**config.mk**
```make
export PLATFORM = sky130hd
export DESIGN_NAME = adder_cg_sched_flat
export DESIGN_NICKNAME = d
export VERILOG_FILES = /design/src/rtl/adder_cg_sched_if.sv /design/src/rtl/adder_cg_sched.sv /design/src/flat_wrapper.sv
export SDC_FILE = /design/constraint.sdc
export NUM_CORES = 1
export LEC_CHECK = 0
export BUFFER_PORTS_ARGS = -buffer_cell sky130_fd_sc_hd__buf_4
export CORE_ASPECT_RATIO = 0.8
export CORE_UTILIZATION = 49
export CTS_CLUSTER_DIAMETER = 80
export DETAILED_ROUTE_END_ITERATION = 12
export PLACE_DENSITY = 0.81
export SYNTH_ARGS = -nofsm -noshare
export SYNTH_HDL_FRONTEND = slang
export SYNTH_SLANG_ARGS = --single-unit
```
**constraint.sdc**
```tcl
create_clock -name clk -period 2.3 [get_ports clk]
set_input_delay 0.345 -clock clk [delete_from_list [all_inputs] [get_ports clk]]
set_output_delay 0.345 -clock clk [all_outputs]
set_load 0.01 [all_outputs]
```
**src/rtl/adder_cg_sched_if.sv**
```systemverilog
// Request/response handshake bundle between the two requesters, the response sink
// and the adder scheduler.
interface adder_cg_sched_if;
  logic        req0_valid;
  logic        req0_ready;
  logic [15:0] req0_a;
  logic [15:0] req0_b;
  logic        req0_cin;

  logic        req1_valid;
  logic        req1_ready;
  logic [15:0] req1_a;
  logic [15:0] req1_b;
  logic        req1_cin;

  logic        resp_valid;
  logic        resp_ready;
  logic        resp_id;
  logic [15:0] resp_sum;
  logic        resp_cout;

  modport master (
    output req0_valid, req0_a, req0_b, req0_cin,
    output req1_valid, req1_a, req1_b, req1_cin,
    output resp_ready,
    input  req0_ready, req1_ready,
    input  resp_valid, resp_id, resp_sum, resp_cout
  );

  modport slave (
    input  req0_valid, req0_a, req0_b, req0_cin,
    input  req1_valid, req1_a, req1_b, req1_cin,
    input  resp_ready,
    output req0_ready, req1_ready,
    output resp_valid, resp_id, resp_sum, resp_cout
  );
endinterface

```
**src/rtl/adder_cg_sched.sv**
```systemverilog
// Round-robin scheduler for the split 16-bit adder: one op in flight, upper half
// clocked only when its result can be non-zero, and a count of gated ops.
module adder_cg_sched #(
  parameter int unsigned CNT_W = 16
) (
  input  logic             clk,
  input  logic             reset_b,
  adder_cg_sched_if.slave  bus,
  output logic [15:0]      add_a,
  output logic [15:0]      add_b,
  output logic             add_cin,
  input  logic [15:0]      add_sum,
  input  logic             add_cout,
  output logic             add_cg,
  input  logic             cg_force,
  output logic [CNT_W-1:0] gated_cnt
);

  typedef enum logic [1:0] {IDLE, ISSUE, CAPT, RESP} state_t;

  state_t           state_q;
  logic             last_grant_q;
  logic             ready0_q;
  logic             ready1_q;
  logic [15:0]      op_a_q;
  logic [15:0]      op_b_q;
  logic             op_cin_q;
  logic             op_id_q;
  logic             cg_req_q;
  logic             add_cg_q;
  logic             resp_valid_q;
  logic             resp_id_q;
  logic [15:0]      resp_sum_q;
  logic             resp_cout_q;
  logic [CNT_W-1:0] gated_cnt_q;
  logic [CNT_W-1:0] gated_cnt_d;

  logic        acc0;
  logic        acc1;
  logic        accept;
  logic        win0;
  logic        win1;
  logic        resp_done;
  logic [15:0] sel_a;
  logic [15:0] sel_b;
  logic        sel_cin;
  logic [8:0]  low_sum;
  logic        need_msb;

  assign acc0      = ready0_q & bus.req0_valid;
  assign acc1      = ready1_q & bus.req1_valid;
  assign accept    = acc0 | acc1;
  assign resp_done = resp_valid_q & bus.resp_ready;

  // Ready is registered from sampled valids; a requester holds valid until accepted,
  // so a grant issued from last cycle's valids is still good.
  assign win0 = bus.req0_valid & (~bus.req1_valid |  last_grant_q);
  assign win1 = bus.req1_valid & (~bus.req0_valid | ~last_grant_q);

  assign sel_a   = acc1 ? bus.req1_a   : bus.req0_a;
  assign sel_b   = acc1 ? bus.req1_b   : bus.req0_b;
  assign sel_cin = acc1 ? bus.req1_cin : bus.req0_cin;

  // Upper half is needed if either upper operand byte is set or the low byte carries.
  assign low_sum  = {1'b0, sel_a[7:0]} + {1'b0, sel_b[7:0]} + {8'd0, sel_cin};
  assign need_msb = (|sel_a[15:8]) | (|sel_b[15:8]) | low_sum[8];

  assign gated_cnt_d = (&gated_cnt_q) ? gated_cnt_q : gated_cnt_q + CNT_W'(1);

  always_ff @(posedge clk or negedge reset_b) begin
    if (!reset_b) begin
      state_q      <= IDLE;
      last_grant_q <= 1'b1;
      ready0_q     <= 1'b0;
      ready1_q     <= 1'b0;
      op_a_q       <= '0;
      op_b_q       <= '0;
      op_cin_q     <= 1'b0;
      op_id_q      <= 1'b0;
      cg_req_q     <= 1'b0;
      resp_valid_q <= 1'b0;
      resp_id_q    <= 1'b0;
      resp_sum_q   <= '0;
      resp_cout_q  <= 1'b0;
      gated_cnt_q  <= '0;
    end else begin
      case (state_q)
        IDLE: begin
          if (accept) begin
            op_a_q       <= sel_a;
            op_b_q       <= sel_b;
            op_cin_q     <= sel_cin;
            op_id_q      <= acc1;
            cg_req_q     <= need_msb | cg_force;
            last_grant_q <= acc1;
            ready0_q     <= 1'b0;
            ready1_q     <= 1'b0;
            state_q      <= ISSUE;
          end else begin
            ready0_q <= win0;
            ready1_q <= win1;
          end
        end
        ISSUE: begin
          state_q <= CAPT;
        end
        CAPT: begin
          // When gated the upper register is stale; the true upper result is zero.
          resp_sum_q   <= {(cg_req_q ? add_sum[15:8] : 8'h00), add_sum[7:0]};
          resp_cout_q  <= add_cout;
          resp_id_q    <= op_id_q;
          resp_valid_q <= 1'b1;
          if (!cg_req_q) begin
            gated_cnt_q <= gated_cnt_d;
          end
          state_q <= RESP;
        end
        RESP: begin
          if (resp_done) begin
            resp_valid_q <= 1'b0;
            cg_req_q     <= 1'b0;
            ready0_q     <= win0;
            ready1_q     <= win1;
            state_q      <= IDLE;
          end
        end
        default: begin
          state_q <= IDLE;
        end
      endcase
    end
  end

  // Retimed on the falling edge so the AND-gated upper clock never glitches.
  always_ff @(negedge clk or negedge reset_b) begin
    if (!reset_b) begin
      add_cg_q <= 1'b0;
    end else begin
      add_cg_q <= cg_req_q;
    end
  end

  assign bus.req0_ready = ready0_q;
  assign bus.req1_ready = ready1_q;
  assign bus.resp_valid = resp_valid_q;
  assign bus.resp_id    = resp_id_q;
  assign bus.resp_sum   = resp_sum_q;
  assign bus.resp_cout  = resp_cout_q;

  assign add_a     = op_a_q;
  assign add_b     = op_b_q;
  assign add_cin   = op_cin_q;
  assign add_cg    = add_cg_q;
  assign gated_cnt = gated_cnt_q;

endmodule

```
**src/flat_wrapper.sv**
```systemverilog
// flat-port wrapper written by rule: the top's interface ports become plain ports
module adder_cg_sched_flat 
#(
  parameter int unsigned CNT_W = 16
)
  (clk, reset_b, add_a, add_b, add_cin, add_sum, add_cout, add_cg, cg_force, gated_cnt, bus_req0_valid, bus_req0_a, bus_req0_b, bus_req0_cin, bus_req1_valid, bus_req1_a, bus_req1_b, bus_req1_cin, bus_resp_ready, bus_req0_ready, bus_req1_ready, bus_resp_valid, bus_resp_id, bus_resp_sum, bus_resp_cout);
  adder_cg_sched_if bus_i ();
  input  logic clk;
  input  logic reset_b;
  output logic [15:0] add_a;
  output logic [15:0] add_b;
  output logic add_cin;
  input  logic [15:0] add_sum;
  input  logic add_cout;
  output logic add_cg;
  input  logic cg_force;
  output logic [CNT_W-1:0] gated_cnt;
  input wire logic [$bits(bus_i.req0_valid)-1:0] bus_req0_valid;
  input wire logic [$bits(bus_i.req0_a)-1:0] bus_req0_a;
  input wire logic [$bits(bus_i.req0_b)-1:0] bus_req0_b;
  input wire logic [$bits(bus_i.req0_cin)-1:0] bus_req0_cin;
  input wire logic [$bits(bus_i.req1_valid)-1:0] bus_req1_valid;
  input wire logic [$bits(bus_i.req1_a)-1:0] bus_req1_a;
  input wire logic [$bits(bus_i.req1_b)-1:0] bus_req1_b;
  input wire logic [$bits(bus_i.req1_cin)-1:0] bus_req1_cin;
  input wire logic [$bits(bus_i.resp_ready)-1:0] bus_resp_ready;
  output wire logic [$bits(bus_i.req0_ready)-1:0] bus_req0_ready;
  output wire logic [$bits(bus_i.req1_ready)-1:0] bus_req1_ready;
  output wire logic [$bits(bus_i.resp_valid)-1:0] bus_resp_valid;
  output wire logic [$bits(bus_i.resp_id)-1:0] bus_resp_id;
  output wire logic [$bits(bus_i.resp_sum)-1:0] bus_resp_sum;
  output wire logic [$bits(bus_i.resp_cout)-1:0] bus_resp_cout;
  assign bus_i.req0_valid = bus_req0_valid;
  assign bus_i.req0_a = bus_req0_a;
  assign bus_i.req0_b = bus_req0_b;
  assign bus_i.req0_cin = bus_req0_cin;
  assign bus_i.req1_valid = bus_req1_valid;
  assign bus_i.req1_a = bus_req1_a;
  assign bus_i.req1_b = bus_req1_b;
  assign bus_i.req1_cin = bus_req1_cin;
  assign bus_i.resp_ready = bus_resp_ready;
  assign bus_req0_ready = bus_i.req0_ready;
  assign bus_req1_ready = bus_i.req1_ready;
  assign bus_resp_valid = bus_i.resp_valid;
  assign bus_resp_id = bus_i.resp_id;
  assign bus_resp_sum = bus_i.resp_sum;
  assign bus_resp_cout = bus_i.resp_cout;
  adder_cg_sched #(.CNT_W(CNT_W)) u_core (.clk(clk), .reset_b(reset_b), .bus(bus_i), .add_a(add_a), .add_b(add_b), .add_cin(add_cin), .add_sum(add_sum), .add_cout(add_cout), .add_cg(add_cg), .cg_force(cg_force), .gated_cnt(gated_cnt));
endmodule
```
==> report_table.html <==
<table>
<tr><th>Metric</th><th>Value</th></tr>
<tr><th colspan="2">Synth</th></tr>
<tr><td>Dominant cell by count in the synthesized netlist</td><td>dfrtp_1</td></tr>
<tr><td>Post-Synth XOR/XNOR Area</td><td>0.0308</td></tr>
<tr><td>Cells taking the most area after synthesis</td><td>dfrtp_1 46%, mux2_4 9.0%, mux2_2 5.6%</td></tr>
<tr><td>Area share of the largest cell type after synthesis</td><td>0.465</td></tr>
<tr><td>Synthesized area</td><td>3990 um2</td></tr>
<tr><td>Synthesized-area fraction occupied by adder cells</td><td>0.0377</td></tr>
<tr><td>Number of different library cells in the post-synthesis netlist</td><td>52</td></tr>
<tr><td>Share of synthesized area occupied by flip-flops and latches</td><td>0.477</td></tr>
<tr><td>Multiplexer area fraction after synthesis</td><td>0.190</td></tr>
<tr><td>Commonest cells in the netlist</td><td>74 x dfrtp_1, 30 x nand2_1, 27 x o21ai_0, 24 x mux2_4, 20 x mux2_2</td></tr>
<tr><td>Ys async rst share</td><td>1.00</td></tr>
<tr><td>Flip-flop and latch count after synthesis</td><td>76</td></tr>
<tr><td>Largest family of logic cells by synthesized area</td><td>multiplexers</td></tr>
<tr><td>Compound-cell area share of the yosys netlist</td><td>0.105</td></tr>
<tr><td>Total nets after synthesis</td><td>429</td></tr>
<tr><td>Yosys synthesis warning count</td><td>0</td></tr>
<tr><td>Fraction of the mapped netlist area in simple logic gates</td><td>0.114</td></tr>
<tr><td>Most used DFF post-synth</td><td>dfrtp_1</td></tr>
<tr><td>Average cell area after synthesis</td><td>12.2 um2</td></tr>
<tr><td>Cell taking the most area after synthesis</td><td>dfrtp_1</td></tr>
<tr><td>Number of enable-type register cells in the synthesized netlist</td><td>0</td></tr>
<tr><td>Number of standard cells after synthesis</td><td>328</td></tr>
<tr><th colspan="2">Global route</th></tr>
<tr><td>Global-route met1 utilization</td><td>0.286</td></tr>
<tr><td>Most Used Layer, Global Route</td><td>met2</td></tr>
<tr><td>Global-route wire length before repair</td><td>14,800 um</td></tr>
<tr><td>Number of antenna violations at the first check in global routing</td><td>0</td></tr>
<tr><td>GR Layer Usage met2</td><td>0.389</td></tr>
<tr><td>Global-route congestion overflow total</td><td>0</td></tr>
<tr><td>Largest net degree at the start of global routing</td><td>76</td></tr>
<tr><td>Overall global routing resource usage</td><td>0.231</td></tr>
<tr><td>Vias in the first global route</td><td>3,090</td></tr>
<tr><td>Met3 Track Usage GR</td><td>0.0758</td></tr>
<tr><th colspan="2">Setup path</th></tr>
<tr><td>Max stage delay on crit path</td><td>0.40 ns</td></tr>
<tr><td>Max Fanout on Critical Path</td><td>1</td></tr>
<tr><td>CP top delay family</td><td>flip-flops</td></tr>
<tr><td>Sequence of cells on the critical path</td><td>buf_4</td></tr>
<tr><td>Worst EP arrival</td><td>1.99 ns</td></tr>
<tr><td>CP Capture Type</td><td>primary output</td></tr>
<tr><td>Element type at the critical path start</td><td>register</td></tr>
<tr><td>Required time worst endpoint</td><td>1.96 ns</td></tr>
<tr><td>Cell with the biggest individual delay on the critical path</td><td>dfrtn_1</td></tr>
<tr><td>Crit Path Class</td><td>reg -&gt; out</td></tr>
<tr><td>CP Buf/Inv Count</td><td>1</td></tr>
<tr><td>Setup slack, reg-to-reg</td><td>0.12 ns</td></tr>
<tr><th colspan="2">Floorplan</th></tr>
<tr><td>Placeable core region</td><td>7910 um2</td></tr>
<tr><td>Initial cell density of the core</td><td>0.504</td></tr>
<tr><td>I/O pins</td><td>160</td></tr>
<tr><td>Die extent in x</td><td>103 um</td></tr>
<tr><td>Row Count</td><td>29</td></tr>
<tr><td>Total die area</td><td>8500 um2</td></tr>
<tr><td>Die extent in y</td><td>82.7 um</td></tr>
<tr><th colspan="2">Clock network</th></tr>
<tr><td>Quantity of hold-fixing buffers added after cts</td><td>0</td></tr>
<tr><td>Clock network latency to the later pin of the worst-skew pair</td><td>0.33 ns</td></tr>
<tr><td>Clk Tree Root Cell</td><td>clkbuf_8</td></tr>
<tr><td>CTS Buffer Depth</td><td>2</td></tr>
<tr><td>CTS sink cnt</td><td>76</td></tr>
<tr><td>Number of cells upsized or downsized after cts</td><td>0</td></tr>
<tr><td>Clock Pin Slew Worst Setup and Hold Paths</td><td>0.08 ns</td></tr>
<tr><td>Number of buffers created by CTS</td><td>9</td></tr>
<tr><td>Number of levels in the clock H-tree</td><td>3</td></tr>
<tr><td>CTS tree</td><td>built</td></tr>
<tr><td># Post-CTS Setup Buffers</td><td>0</td></tr>
<tr><th colspan="2">STA</th></tr>
<tr><td>Worst path setup slack after routing</td><td>-0.0329 ns</td></tr>
<tr><td>Final-report setup violation count</td><td>1</td></tr>
<tr><td>Setup TNS after final layout</td><td>-0.0329 ns</td></tr>
<tr><td>RSZ-0062 raised after global routing</td><td>yes</td></tr>
<tr><td>Relative slew slack</td><td>0.375</td></tr>
<tr><td>Total count of max-transition violations in the final report</td><td>0</td></tr>
<tr><td>Final Hold Viols</td><td>0</td></tr>
<tr><td>Maximum clock skew at final layout</td><td>0.00992 ns</td></tr>
<tr><td>Worst slew pin tran</td><td>0.938 ns</td></tr>
<tr><th colspan="2">Cells and area</th></tr>
<tr><td>Fin cells</td><td>602</td></tr>
<tr><td>Number of nets in the layout</td><td>590</td></tr>
<tr><td>Number of diodes</td><td>0</td></tr>
<tr><td>Area growth from synthesis to final layout</td><td>36.7%</td></tr>
<tr><td>Fraction of final layout cells sized beyond drive strength 1</td><td>0.494</td></tr>
<tr><th colspan="2">Detailed routing</th></tr>
<tr><td>Router iterations before antenna repair</td><td>4</td></tr>
<tr><td>Remaining antenna violation count</td><td>0</td></tr>
<tr><td>Total number of vias</td><td>3,130</td></tr>
<tr><td>DR WL/cell</td><td>15.7 um</td></tr>
<tr><td>DR iter-0 viols</td><td>70</td></tr>
<tr><td>DRC Markers</td><td>0</td></tr>
<tr><td>Via density per instance</td><td>5.20</td></tr>
<tr><td>Wire length reported by the detailed router</td><td>9460 um</td></tr>
<tr><th colspan="2">Power and ir drop</th></tr>
<tr><td>Share of power burned in the clock network</td><td>0.166</td></tr>
<tr><td>Switching power total</td><td>2.07 mW</td></tr>
<tr><td>Proportion of total power due to net switching</td><td>0.348</td></tr>
<tr><td>Gate power share</td><td>0.455</td></tr>
<tr><td>Internal power of the cells</td><td>3.87 mW</td></tr>
<tr><td>Total power divided by cell area</td><td>1090 nW/um2</td></tr>
<tr><td>Cell leakage power</td><td>2.80 nW</td></tr>
<tr><td>Maximum vdd ir drop</td><td>0.000653 V</td></tr>
<tr><td>Sequential power share</td><td>0.379</td></tr>
<tr><td>Overall power</td><td>5.93 mW</td></tr>
<tr><th colspan="2">Place</th></tr>
<tr><td>Port-buffer cells</td><td>159</td></tr>
<tr><td>Post-Place Cells</td><td>586</td></tr>
<tr><td>Final weighted congestion in routability-driven placement</td><td>0.826</td></tr>
<tr><td>HPWL after DPL</td><td>7180 um</td></tr>
<tr><th colspan="2">Status</th></tr>
<tr><td>Violated checks</td><td>setup timing</td></tr>
<tr><td>Status</td><td>finished, violations left</td></tr>
<tr><th colspan="2">Run</th></tr>
<tr><td>Max-capacitance violation count</td><td>0</td></tr>
<tr><th colspan="2">Worst hold path</th></tr>
<tr><td>Class of the tightest hold or removal check</td><td>in -&gt; reg</td></tr>
</table>
## flip-flops by register name, indices dropped and copies added, names as in the netlist
register,cells
u_core.add_a,16
u_core.add_b,16
u_core.bus.resp_sum,16
u_core.gated_cnt,16
u_core.state_q,2
u_core.add_cg,1
u_core.add_cin,1
u_core.bus.req0_ready,1
u_core.bus.req1_ready,1
u_core.bus.resp_cout,1
u_core.bus.resp_id,1
u_core.bus.resp_valid,1
u_core.cg_req_q,1
u_core.last_grant_q,1
u_core.op_id_q,1
## final cells by class
| cell class | count | area, um2 |
|---|---|---|
| flip-flops and latches | 76 | 1900 |
| multi-input cells | 219 | 1900 |
| repair buffers | 167 | 1250 |
| well taps | 108 | 135 |
| inverters | 16 | 60.1 |
| clock inverters | 6 | 65.1 |
| fillers | 595 | 2460 |
| clock buffers | 10 | 128 |
## through the flow
stage | instance area (um2) | util | hold WS, ns | worst slack, ns
2_1_floorplan | 3990 | - | 0.0494 | 0.168
3_3_place_gp | 5260 | 0.664 | 0.465 | 0.152
3_5_place_dp | 5260 | 0.664 | 0.475 | 0.0409
4_1_cts | 5450 | 0.689 | 0.187 | -0.0490
5_1_grt | 5450 | 0.689 | 0.181 | -0.0667
6_report | 5450 | 0.689 | 0.207 | -0.0329
## layer usage
layer	up-vias	part of all wire
li1	1506	-
met1	1488	0.43
met2	122	0.48
met3	14	0.069
met4	0	0.015
met5	-	0
## placed cells by master, fill, tap and decap left out, drive strengths merged, types with 5 or more instances in the layout
cell / netlist / routed
ha: 12 / 12
nand4: 5 / 5
xor2: 10 / 10
clkbuf: 5 / 10
a21oi: 6 / 6
mux2: 44 / 44
o21ai: 27 / 27
nor4: 11 / 11
buf: 12 / 167
dfrtp: 74 / 74
inv: 16 / 16
nand2: 31 / 31
nand3: 6 / 6
mux2i: 17 / 17
## cells by family (layout without fill, tap and decap cells)
| kind of cell | Yosys count | count (layout) |
|---|---|---|
| multiplexers | 61 | 61 |
| buffers and inverters | 33 | 199 |
| flip-flops | 76 | 76 |
| AND/OR/NAND/NOR | 74 | 74 |
| AO/OA/AOI/OAI | 58 | 58 |
| adder cells (fa/ha/maj) | 12 | 12 |
| XOR/XNOR | 14 | 14 |
## final timing paths
kind                                                    from                                end  depth (start not counted)
setup / recovery                     u_core.add_cg$_DFF_NN0_                             add_cg                          1
hold / removal                                bus_resp_ready  u_core.bus.resp_valid$_DFFE_PN0P_                          2
setup reg to reg           u_core.bus.req1_ready$_DFFE_PN0P_        u_core.cg_req_q$_DFFE_PN0P_                          7
hold reg to reg                  u_core.add_a[8]$_DFFE_PN0P_        u_core.add_a[8]$_DFFE_PN0P_                          2
max in group asynchronous                            reset_b            u_core.add_cg$_DFF_NN0_                          1
min in group asynchronous                            reset_b    u_core.gated_cnt[9]$_DFFE_PN0P_                          2
## power groups by stage
stage	Sequential (mW)	Combinational (mW)	Clock, mW
floorplan	2.44	1.31	0
global placement	2.24	2.64	0
detailed placement	2.26	2.73	0
CTS	2.25	2.73	1.02
global route	2.31	2.95	1.08
finish	2.25	2.70	0.987
Power figures use the tool's default switching activity.
